$ cat src/rtl/ram_bank.sv
// ram_bank: register-file RAM with registered reads, hardware clear engine, reject strobe and flattened debug taps
module ram_bank #(
  parameter int DW = 8,
  parameter int AW = 2
) (
  input  logic                      clk,
  input  logic                      rst,
  input  logic [AW-1:0]             adrs,
  input  logic [DW-1:0]             din,
  input  logic                      wr,
  input  logic                      rd,
  input  logic                      clr,
  output logic [DW-1:0]             dout,
  output logic                      dvalid,
  output logic                      busy,
  output logic                      rej,
  output logic [DW*(2**AW)-1:0]     taps
);
  localparam int DEPTH = 2**AW;
  typedef enum logic {IDLE, CLEAR} state_t;
  state_t state, state_nx;
  logic [AW-1:0] cnt;
  logic [DW-1:0] mem [DEPTH];
  logic idle;
  assign idle = state == IDLE;
  assign busy = state == CLEAR;
  always_comb begin
    state_nx = state;
    if (idle) state_nx = clr ? CLEAR : IDLE;
    else state_nx = cnt == AW'(DEPTH-1) ? IDLE : CLEAR;
  end
  always_ff @(posedge clk) begin
    if (rst) begin
      for (int i = 0; i < DEPTH; i++) mem[i] <= '0;
      state <= IDLE;
      cnt <= '0;
      dout <= '0;
      dvalid <= 1'b0;
      rej <= 1'b0;
    end else begin
      state <= state_nx;
      cnt <= busy ? cnt + 1'b1 : '0;
      dvalid <= idle && rd;
      rej <= busy && (rd || wr);
      if (idle && rd) dout <= wr ? din : mem[adrs];
      if (idle && wr) mem[adrs] <= din;
      if (busy) mem[cnt] <= '0;
    end
  end
  for (genvar k = 0; k < DEPTH; k++) begin : g_taps
    assign taps[k*DW +: DW] = mem[k];
  end
endmodule

$ cat config.mk
export PLATFORM = sky130hd
export DESIGN_NAME = ram_bank
export DESIGN_NICKNAME = d
export VERILOG_FILES = /design/src/rtl/ram_bank.sv
export SDC_FILE = /design/constraint.sdc
export NUM_CORES = 1
export LEC_CHECK = 0
export ABC_AREA = 1
export BUFFER_PORTS_ARGS = -buffer_cell sky130_fd_sc_hd__buf_2
export CAP_MARGIN = 20
export CORE_ASPECT_RATIO = 2
export CORE_MARGIN = 5
export CORE_UTILIZATION = 45
export CTS_BUF_LIST = sky130_fd_sc_hd__clkbuf_8
export CTS_CLUSTER_SIZE = 14
export DETAILED_ROUTE_END_ITERATION = 6
export PLACE_DENSITY = 0.74
export RECOVER_POWER = 25
export SETUP_SLACK_MARGIN = 0.4
export SLEW_MARGIN = 20
export SYNTH_ARGS = -nofsm -noshare
export SYNTH_HDL_FRONTEND = slang
export SYNTH_SLANG_ARGS = --single-unit
$ cat constraint.sdc
create_clock -name clk -period 2.07 [get_ports clk]
set_clock_uncertainty 0.2 [all_clocks]
set_input_delay 0.414 -clock clk [delete_from_list [all_inputs] [get_ports clk]]
set_output_delay 0.414 -clock clk [all_outputs]
set_load 0.005 [all_outputs]
-- Word level (Yosys, flattened, before mapping)
Memories as Yosys holds them, arrays and structs flattened. A register that Yosys moved wholly into a read port is not among the register bits.
Cells that the tools add are included.
- flip-flop bits (word level): 5
- bits in latches: 0
- memory bits (writable): 32
- ROM bits: 0
- input bits: 15
- output and inout bits: 43
- logic and storage cells: 32
- memories kept: 1
- $add $sub $neg: 1
- multipliers: 0
- divide/modulo/power cells: 0
- order comparisons: 0
- equal/unequal tests: 1
- shift operators: 0
- mux-type cells: 17
- bitwise logic cells: 1
- reduce and logical (&&, ||, !) cells: 7
- memory list (name ; words ; width ; read ports ; clocked after Yosys merged registers in ; wr ports ; line ; RTL):
    mem ; 4 ; 8 ; 5 ; 1 ; 4 ; 23 ; logic [DW-1:0] mem [DEPTH];
- operators with widths (cell ; number):
    2-to-1 mux 8 bit ; 2
    OR reduction 8 bit ; 2
    2-to-1 mux 1 bit ; 13
    2-to-1 mux 2 bit ; 2
    logical AND 1 bit ; 3
    adder 2 x 1 -> 2 bit (second input constant) ; 1
    == test 2 bit (second input constant) ; 1
    OR reduction 2 bit ; 1
    logical OR 1 bit ; 1
    inverter 1 bit ; 1

-- Logic depth before layout (Yosys ltp)
Gate-level depths: netlist of run 1.
- depth in word-level cells: 8
- mapped depth: 11
- gate-level depth less buffers: 10

-- Least setup slack after synthesis of run 1
OpenSTA, ideal clock, no wires.
- kind: input -> register
- start: input port rst
- end: memory mem[2][0] (enable)
- setup time: 0.329 ns
- arrival: 1.485 ns
- data required time: 1.541 ns
- path slack: 0.056 ns
- stages: 8
- buffers on the path: 2
- cell sequence: buf_4 -> nor2_4 -> nand2_2 -> o21ai_2 -> inv_2 -> or2_1 -> buf_6 -> nand2_1
- RTL lines (element ; line ; RTL):
    start, declared ; 7 ; input logic rst,
    end, declared ; 23 ;

==> impl_metrics.yaml, run 1 <==
yosys:
  synth_nets: 237
  synth_area_um2: 2010
  synth_fa_ha_area_share_pct: 0.621
  yosysTopAreaCell: "edfxtp_1"
  synth_top_cells_by_area: "edfxtp_1 (48%), dfxtp_1 (13%), nor2_1 (9.5%)"
  synth_top_family_by_area: "simple AND/OR/NAND/NOR gates"
  yosysSeqAreaShare_pct: 60.6
  yosys.area_share.xor_xnor_pct: 0
  synth_simple_gate_area_share_pct: 23.7
  synth-seq-cells: 45
  yosysTopAreaCellShare_pct: 47.7
  synth_cells: 221
  synth_compound_area_share_pct: 8.01
  avgSynthCellArea_um2: 9.12
  muxShareOfSynthArea_pct: 0
  synth_cell_types: 25
  yosysWarnings: 0
route:
  route.met3.wl_um: 260
  firstDrtPassIters: 4
  viasPerCell: 5.03
  first_iter_violations: 74
  drt_wl_total_mm: 5.20
  wl_met2_mm: 3.01
  top_layer: "met4"
  wl_met1_mm: 1.83
  vias: 1754
  drc_errors: 0
  antenna_left: 0
  wl_per_cell_um: 14.9
global_routing:
  grt_pass1_vias: 1752
  grt_first_pass_wirelength_mm: 8.28
  grt_util_all_layers_pct: 17.7
  overflow: 0
  antenna_found_initial: 0
  grt_start_max_net_pins: 14
sta:
  setup_viol: 0
  tightest_slew_ns: 0.550
  hold_slack_ns: 0.134
  layout_min_cycle_time_ns: 1.66
  setup_ws_ns: 0.410
  relSlewSlack_pct: 63.3
  timing.final.crit_share_pct: 80.2
  hold_viol_final: 0
  max_freq_mhz: 602
  fin_setup_tns_ns: 0
  rsz0062_at_grt: "yes"
  slew_viol_final: 0
cts:
  cts_tree: "done"
  htreeDepth: 2
  numClockSinks: 45
  ctsHoldBuffers: 0
  cts_made_buffers: 5
  clock_latency_ns: 0.29
  clockBufferDepth: 2
  clkTransAtPathRegs_ns: 0.08
  root_buffer: "clkbuf_8"
floorplan:
  rows: 34
  die_w_um: 57.3
  core_um2: 4340
  io_pins: 58
  start_util_pct: 46.4
  die_h_um: 105
  die_area_um2: 6000
final_layout:
  fin_util_pct: 60.3
  final_cell_mix: "nor2_1 (50), buf_2 (44), edfxtp_1 (32), nand2_1 (29), inv_1 (26)"
  drive_gt1_share_pct: 30.2
  n_fill_cell: 407
  n_antenna_cell: 0
  layout_commonest_cell: "nor2_1"
  fin_area_um2: 2620
  final_nets: 310
  syn2layout_area_growth_pct: 29.9
critical_path:
  crit_family: "simple AND/OR/NAND/NOR gates"
  worstPathRequired_ns: 1.87
  worst-path-buf-inv: 1
  crit_path_end_kind: "register"
  arrival_ns: 1.46
  crit_slowest_cell: "dfxtp_4"
  crit_path_cell_trace: "nor2_4 -> nand2_4 -> o21ai_4 -> inv_2 -> or2_4 -> nand2_8"
  crit_type: "register to register"
  crit_fanout: 8
  start_kind: "register"
  slowest_delay_ns: 0.38
pwr:
  ir_worst_vdd_mv: 0.746
  power.density_nw_per_um2: 803
  p_leak_nw: 1.24
place:
  place_area_um2: 2450
  dp_slack_ns: 0.0468
  dp_hpwl_mm: 4.11
  port_buffers: 57
  place_congestion: 0.897
run_status:
  outcome: "finished, final reports clean"
min_path:
  hold_path_class: "input pin to register"
job:
  cap_violations: 0
## stage by stage
step           power, W  std cells
2_1_floorplan   0.00131        221
5_1_grt         0.00221        349
3_5_place_dp    0.00148        338
3_3_place_gp    0.00147        338
4_1_cts         0.00211        348
6_report        0.00210        349
## cell usage after synthesis
library cell   n
inv_2          2
nand2_2        2
o21a_1         1
o21ai_0       17
or2_1          1
nand3_1       11
nor3_1         1
edfxtp_1      32
o22ai_1        8
nor2_2         8
ha_1           1
buf_6          1
inv_1         25
nand2_1       35
clkbuf_1       2
buf_2          3
dfxtp_1       13
a21oi_1        1
o21ai_1        1
nor2_4         1
nand4_1        1
buf_4          1
o21ai_2        1
nor2_1        51
nand3b_1       1
## worst min-delay path, cell delays in order
cell and delay (ns):
buf_2 0.08, nand2_1 0.04, o21ai_0 0.05
## registers in the layout, summed over array words and instances (netlist names)
name,flops
busy,1
mem,32
dout,8
cnt,2
dvalid,1
rej,1
## repair_timing
item | in CTS | in global routing
setup endpoints to repair | 64 | 64
pin swaps | 1 | 9
gates resized for setup | 5 | 11
setup buffers | 2 | 1
gates cloned | 0 | 0
hold endpoints to repair | 0 | 0
## metal layers
metal	global-route usage, %	up-vias
met4	5.80	0
met5	0	-
li1	-	867
met2	34.9	47
met1	17.8	832
met3	3.09	8
## power by group
group	total, W	leakage, nW	switching, W	internal, W
combinational	0.000384	0.743	0.000231	0.000154
sequential	0.00109	0.442	0.0000436	0.00105
clock	0.000624	0.0570	0.000273	0.000351
## logic make-up after synthesis
| family | count (synthesis) |
|---|---|
| compound gates | 29 |
| fa+ha+maj | 1 |
| buf+inv | 34 |
| simple gates | 112 |
| flops | 45 |
## layout make-up
type / instances / area [um2] / share of cell area (%)
multi-input cells: 142 / 726 / 27.7
well taps: 54 / 67.6 / 2.58
clock buffers: 5 / 68.8 / 2.63
flip-flops and latches: 45 / 1220 / 46.8
clock inverters: 3 / 37.5 / 1.43
repair buffers: 73 / 385 / 14.7
inverters: 27 / 106 / 4.07
## final timing paths
check             start        end  slack (ns)  depth (start not counted)
setup reg to reg   busy  mem[2][5]        0.41                          6
hold / removal      clr       busy        0.13                          3
hold reg to reg    busy     dvalid        0.31                          1
setup / recovery   busy  mem[2][5]        0.41                          6
Note: power is estimated with default switching activity, not from simulation.
==> run 2: changes to the inputs <==
--- a/config.mk
+++ b/config.mk
@@ -5,7 +5,7 @@
 export SDC_FILE = /design/constraint.sdc
 export NUM_CORES = 1
 export LEC_CHECK = 0
-export ABC_AREA = 1
+export ABC_AREA = 0
 export BUFFER_PORTS_ARGS = -buffer_cell sky130_fd_sc_hd__buf_2
 export CAP_MARGIN = 20
 export CORE_ASPECT_RATIO = 2
@@ -14,7 +14,7 @@
 export CTS_BUF_LIST = sky130_fd_sc_hd__clkbuf_8
 export CTS_CLUSTER_SIZE = 14
 export DETAILED_ROUTE_END_ITERATION = 6
-export PLACE_DENSITY = 0.74
+export PLACE_DENSITY = 0.71
 export RECOVER_POWER = 25
 export SETUP_SLACK_MARGIN = 0.4
 export SLEW_MARGIN = 20
==> constraint.sdc (replaced) <==
create_clock -name clk -period 1.7 [get_ports clk]
set_clock_uncertainty 0.2 [all_clocks]
set_input_delay 0.34 -clock clk [delete_from_list [all_inputs] [get_ports clk]]
set_output_delay 0.34 -clock clk [all_outputs]
set_load 0.005 [all_outputs]
==> run 2 against run 1 <==
Compared with the run above: the flow now finishes with violations (setup timing); final area up 13%; critical path depth down 3; non-clock buffer count up 19; fmax down 9.4%; critical endpoint is now mem[1][5].
==> impl_metrics.yaml, run 2 <==
run_status:
  outcome: "complete, but fails checks"
  violations: "setup timing"
sta:
  max_freq_mhz: 546
  slew_viol_final: 0
  layout_min_cycle_time_ns: 1.83
  setup_viol: 40
  hold_viol_final: 0
  setup_ws_ns: -0.133
  fin_setup_tns_ns: -2.99
  tightest_slew_ns: 0.609
  rsz0062_at_grt: "yes"
  timing.final.crit_share_pct: 108
  relSlewSlack_pct: 59.4
cts:
  htreeDepth: 2
  cts_tree: "done"
  cts_made_buffers: 5
  clockBufferDepth: 2
  clock_latency_ns: 0.30
  numClockSinks: 45
  clkTransAtPathRegs_ns: 0.08
  root_buffer: "clkbuf_8"
  ctsHoldBuffers: 0
min_path:
  hold_depth: 3
  hold_path_end: "rej"
  hold_path_class: "input pin to register"
  holdCritStartpoint: "rd"
yosys:
  synth-main-ff-cell: "edfxtp_1"
  synth_cell_types: 30
  synth_most_common_cell: "edfxtp_1"
  synth_area_um2: 2010
  avgSynthCellArea_um2: 12.3
  synth_edf_count: 32
  synth-seq-cells: 45
  synthArstFlopShare_pct: 0
  synth_top_cells_by_area: "edfxtp_1 (48%), dfxtp_1 (13%), mux4_2 (9.0%)"
  synth_cells: 163
  yosysTopAreaCell: "edfxtp_1"
  synth_nets: 179
  yosysWarnings: 0
  yosysSeqAreaShare_pct: 60.8
  synthTopCellsByCount: "edfxtp_1 (32), nor2_1 (20), nand2_1 (18)"
  yosysTopAreaCellShare_pct: 47.9
final_layout:
  syn2layout_area_growth_pct: 47.8
  fin_area_um2: 2970
  n_antenna_cell: 0
  drive_gt1_share_pct: 57.3
  largest_register_ff_count: 32
  final_nets: 269
  n_fill_cell: 349
  reg_top3: "mem x32, dout x8, cnt x2"
  layout_commonest_cell: "buf_2"
  largest-register: "mem"
  final_cell_mix: "buf_2 (52), edfxtp_1 (32), buf_4 (26), nor2_1 (20), buf_6 (13)"
  fin_util_pct: 68.4
critical_path:
  start_kind: "register"
  crit_fanout: 8
  crit_type: "register to register"
  crit_path_end_kind: "register"
  timing.rr.end: "mem[1][5]"
  worstPathRequired_ns: 1.51
  arrival_ns: 1.64
  r2r_start: "busy"
  r2r_slack_ns: -0.13
  rr_worst_depth: 3
global_routing:
  grt_util_all_layers_pct: 20.2
  grt_first_pass_wirelength_mm: 9.16
  overflow: 0
  grt_start_max_net_pins: 14
  antenna_found_initial: 0
  grt_pass1_vias: 1774
floorplan:
  io_pins: 58
  die_h_um: 104
  core_um2: 4340
  die_area_um2: 5980
  start_util_pct: 46.3
  rows: 34
  die_w_um: 57.2
pwr:
  seqPwrFrac_pct: 50.5
  p_leak_nw: 1.31
  internal_power_w: 0.00190
  power_frac_clock_pct: 30.8
  comb_power_share_pct: 18.6
  power.density_nw_per_um2: 855
  p_switching_w: 0.000633
  finalPower_w: 0.00254
  switching_share_pct: 25.0
  ir_worst_vdd_mv: 0.722
place:
  place_congestion: 0.770
  port_buffers: 57
  place_area_um2: 2680
  dp_slack_ns: -0.259
  dp_hpwl_mm: 4.21
route:
  drc_errors: 0
  vias: 1680
  drt_wl_total_mm: 5.80
  viasPerCell: 5.47
  firstDrtPassIters: 4
  first_iter_violations: 41
  wl_per_cell_um: 18.9
  antenna_left: 0
job:
  cap_violations: 0
-- run 2: layout make-up --
class,instances,area (um2),share of cell area [%]
Sequential cell,45,1220,41.2
Clock inverter,2,35.0,1.18
Tap cell,54,67.6,2.28
Clock buffer,5,68.8,2.32
Inverter,10,37.5,1.26
Multi-Input combinational cell,99,931,31.4
Timing Repair Buffer,92,606,20.4
-- run 2: worst max-delay path by stage --
| stage | start | end | slack (ns) | cells past startpoint |
|---|---|---|---|---|
| floorplan | adrs[1] | mem[1][0] | -0.14 | 4 |
| global placement | adrs[1] | mem[1][4] | -0.23 | 4 |
| detailed placement | adrs[1] | mem[1][5] | -0.26 | 5 |
| CTS | busy | mem[1][6] | -0.11 | 4 |
| global route | busy | mem[1][5] | -0.16 | 5 |
| finish | busy | mem[1][5] | -0.13 | 3 |
-- run 2: critical path: stages, from the launching register on --
cell      delay [ns]
dfxtp_2         0.34
or3b_4          0.38
a2111o_1        0.48
nand2_8         0.15
-- run 2: per-stage QoR --
| stage | cells | hold WS (ns) |
|---|---|---|
| floorplan | 163 | 0.205 |
| global placement | 296 | 0.325 |
| detailed placement | 296 | 0.325 |
| CTS | 306 | 0.0650 |
| global route | 307 | 0.0885 |
| finish | 307 | 0.0700 |
-- run 2: cells by family (layout without fill, tap and decap cells) --
family                   count (synthesis)  count (layout)  synth area share, %
AND/OR/NAND/NOR                         59              59                 14.3
multiplexers                             9               9                 9.47
flip-flops                              45              45                 60.8
XOR/XNOR                                 1               1                0.436
buffers and inverters                   19             109                 4.30
AO/OA/AOI/OAI                           29              29                 10.1
adder cells (fa/ha/maj)                  1               1                0.623
-- run 2: metal layers --
metal / GRT usage (%) / part of all wire, % / vias to the layer above / wire length (um)
li1: - / - / 779 / -
met1: 23.2 / 37 / 843 / 2140
met2: 37.3 / 57 / 52 / 3320
met3: 3.73 / 4.8 / 6 / 277
met4: 4.98 / 1.0 / 0 / 58
met5: 0 / 0 / - / 0
-- run 2: repair_timing --
action	CTS	global route
setup buffers	2	1
gates cloned	1	0
pin swaps	4	7
gates resized for setup	24	18
setup endpoints to repair	107	114
-- run 2: power groups by stage --
stage / combinational (W) / sequential, W / clock [W]
5_1_grt: 0.000507 / 0.00129 / 0.000843
2_1_floorplan: 0.000213 / 0.00131 / 0
6_report: 0.000473 / 0.00128 / 0.000782
4_1_cts: 0.000454 / 0.00128 / 0.000793
3_3_place_gp: 0.000404 / 0.00130 / 0
3_5_place_dp: 0.000409 / 0.00131 / 0
==> run 3: changes to the inputs <==
--- a/config.mk
+++ b/config.mk
@@ -21,3 +21,4 @@
 export SYNTH_ARGS = -nofsm -noshare
 export SYNTH_HDL_FRONTEND = slang
 export SYNTH_SLANG_ARGS = --single-unit
+export TNS_END_PERCENT = 10
==> run 3 against run 2 <==
Compared with the run above: the flow still finishes with violations (setup timing); non-clock buffer count decreased by 13; worst hold slack worse by 0.0019 ns; worst setup slack worse by 0.0039 ns; sequential share of layout area up 1.2 points; final cell count down 3.9%; register-to-register slack barely moved; highest routed layer unchanged.
==> impl_metrics.yaml, run 3 (synthesis gave the netlist of run 2 again) <==
final_layout:
  reg_top3: "mem x32, dout x8, cnt x2"
  n_fill_cell: 353
  layout.area.seq_um2: 1230
  n_antenna_cell: 0
  fin_area_um2: 2900
  final_nets: 256
  largest-register: "mem"
  layout_commonest_cell: "buf_2"
  drive_gt1_share_pct: 56.4
  final_cell_mix: "buf_2 (54), edfxtp_1 (32), nor2_1 (20), buf_4 (13), inv_1 (10)"
  syn2layout_area_growth_pct: 44.2
  largest_register_ff_count: 32
  multi_input_area_um2: 950
sta:
  fin_setup_tns_ns: -2.12
  hold_slack_ns: 0.0681
  layout_min_cycle_time_ns: 1.84
  setup_ws_ns: -0.137
  timing.final.crit_share_pct: 108
  hold_viol_final: 0
  relSlewSlack_pct: 66.4
  slew_viol_final: 0
  rsz0062_at_grt: "yes"
  setup_viol: 24
  tightest_slew_ns: 0.503
  max_freq_mhz: 544
pwr:
  ir_worst_vdd_mv: 0.799
  p_switching_w: 0.000651
  power_frac_clock_pct: 32.2
  comb_power_share_pct: 17.5
  internal_power_w: 0.00189
  switching_share_pct: 25.6
  finalPower_w: 0.00254
  power.density_nw_per_um2: 878
  p_leak_nw: 1.24
  seqPwrFrac_pct: 50.3
critical_path:
  crit_family: "compound AO/OA/AOI/OAI gates"
  crit_fanout: 8
  worst-path-buf-inv: 1
  start_kind: "register"
  rr_worst_depth: 4
  r2r_slack_ns: -0.14
  crit_slowest_cell: "a2111o_1"
  slowest_delay_ns: 0.52
  arrival_ns: 1.81
  crit_type: "register to register"
  crit_path_end_kind: "register"
  timing.rr.end: "mem[1][5]"
  startpoint: "busy"
  crit_path_cell_trace: "or3b_4 -> a2111o_1 -> buf_6 -> nor2_2"
  worstPathRequired_ns: 1.67
  r2r_start: "busy"
cts:
  root_buffer: "clkbuf_8"
  clock_latency_ns: 0.30
  clockBufferDepth: 2
  cts_made_buffers: 5
  htreeDepth: 2
  numClockSinks: 45
  clkTransAtPathRegs_ns: 0.09
  cts_tree: "done"
route:
  wl_per_cell_um: 18.4
  first_iter_violations: 32
  drc_errors: 0
  viasPerCell: 5.52
  firstDrtPassIters: 4
  vias: 1628
  top_layer: "met4"
  wl_met2_mm: 3.01
  antenna_left: 0
  drt_wl_total_mm: 5.43
  wl_met1_mm: 1.98
  route.met3.wl_um: 286
floorplan:
  io_pins: 58
  die_w_um: 57.2
  die_area_um2: 5980
  rows: 34
  die_h_um: 104
  start_util_pct: 46.3
  core_um2: 4340
place:
  place_congestion: 0.852
  port_buffers: 57
  dp_slack_ns: -0.263
  dp_hpwl_mm: 4.01
  place_area_um2: 2560
global_routing:
  grt_start_max_net_pins: 18
  overflow: 0
  grt_util_all_layers_pct: 19.0
  antenna_found_initial: 0
  grt_pass1_vias: 1771
  grt_first_pass_wirelength_mm: 8.78
min_path:
  hold_path_end: "rej"
  holdCritStartpoint: "rd"
  hold_path_class: "input pin to register"
  hold_depth: 3
job:
  cap_violations: 0
run_status:
  outcome: "complete, but fails checks"
  violations: "setup timing"
==> run 3: what timing repair did <==
item                       CTS  global route
setup buffers                2             0
setup endpoints to repair  107           112
pin swaps                    5             4
hold buffers                 0             0
resized for setup           36             9
cloned                       0             0
==> run 3: per-stage QoR <==
step           utilization [%]  cells
6_report                  66.8    295
5_1_grt                   66.8    295
4_1_cts                   65.9    295
3_5_place_dp              59.1    285
3_3_place_gp              59.1    285
2_1_floorplan                -    163
==> run 3: worst max-delay path by stage <==
stage                     cells past startpoint        end  slack, ns
final                                         4  mem[1][5]      -0.14
after global routing                          4  mem[1][5]      -0.17
after CTS                                     3  mem[1][6]      -0.11
after detailed placement                      5  mem[1][1]      -0.26
after global placement                        4  mem[1][2]      -0.24
after floorplan                               4  mem[1][0]      -0.14
==> run 3: cell type report <==
| class | instances | share of cell area (%) |
|---|---|---|
| sequential | 45 | 42.4 |
| multi-input combinational | 99 | 32.8 |
| tap | 54 | 2.33 |
| timing repair buffer | 79 | 17.2 |
| inverter | 10 | 1.30 |
| clock buffer | 5 | 2.38 |
| clock inverter | 3 | 1.60 |
==> run 3: worst min-delay path, delay by kind of cell <==
| kind | cells | cell delay [ns] |
|---|---|---|
| AND/OR/NAND/NOR | 2 | 0.10 |
| buffers and inverters | 1 | 0.09 |
==> run 3: power by group through the flow <==
stage                     combinational (W)  clock (W)  sequential (W)
after floorplan                    0.000190          0         0.00131
after global placement             0.000374          0         0.00130
after detailed placement           0.000378          0         0.00130
after CTS                          0.000437   0.000830         0.00128
after global routing               0.000477   0.000872         0.00129
final                              0.000445   0.000819         0.00128
==> run 3: per-layer routing <==
| layer | up-vias | GRT usage, % |
|---|---|---|
| met5 | - | 0 |
| met3 | 13 | 3.60 |
| met2 | 58 | 34.5 |
| met1 | 803 | 21.0 |
| met4 | 0 | 7.46 |
| li1 | 754 | - |
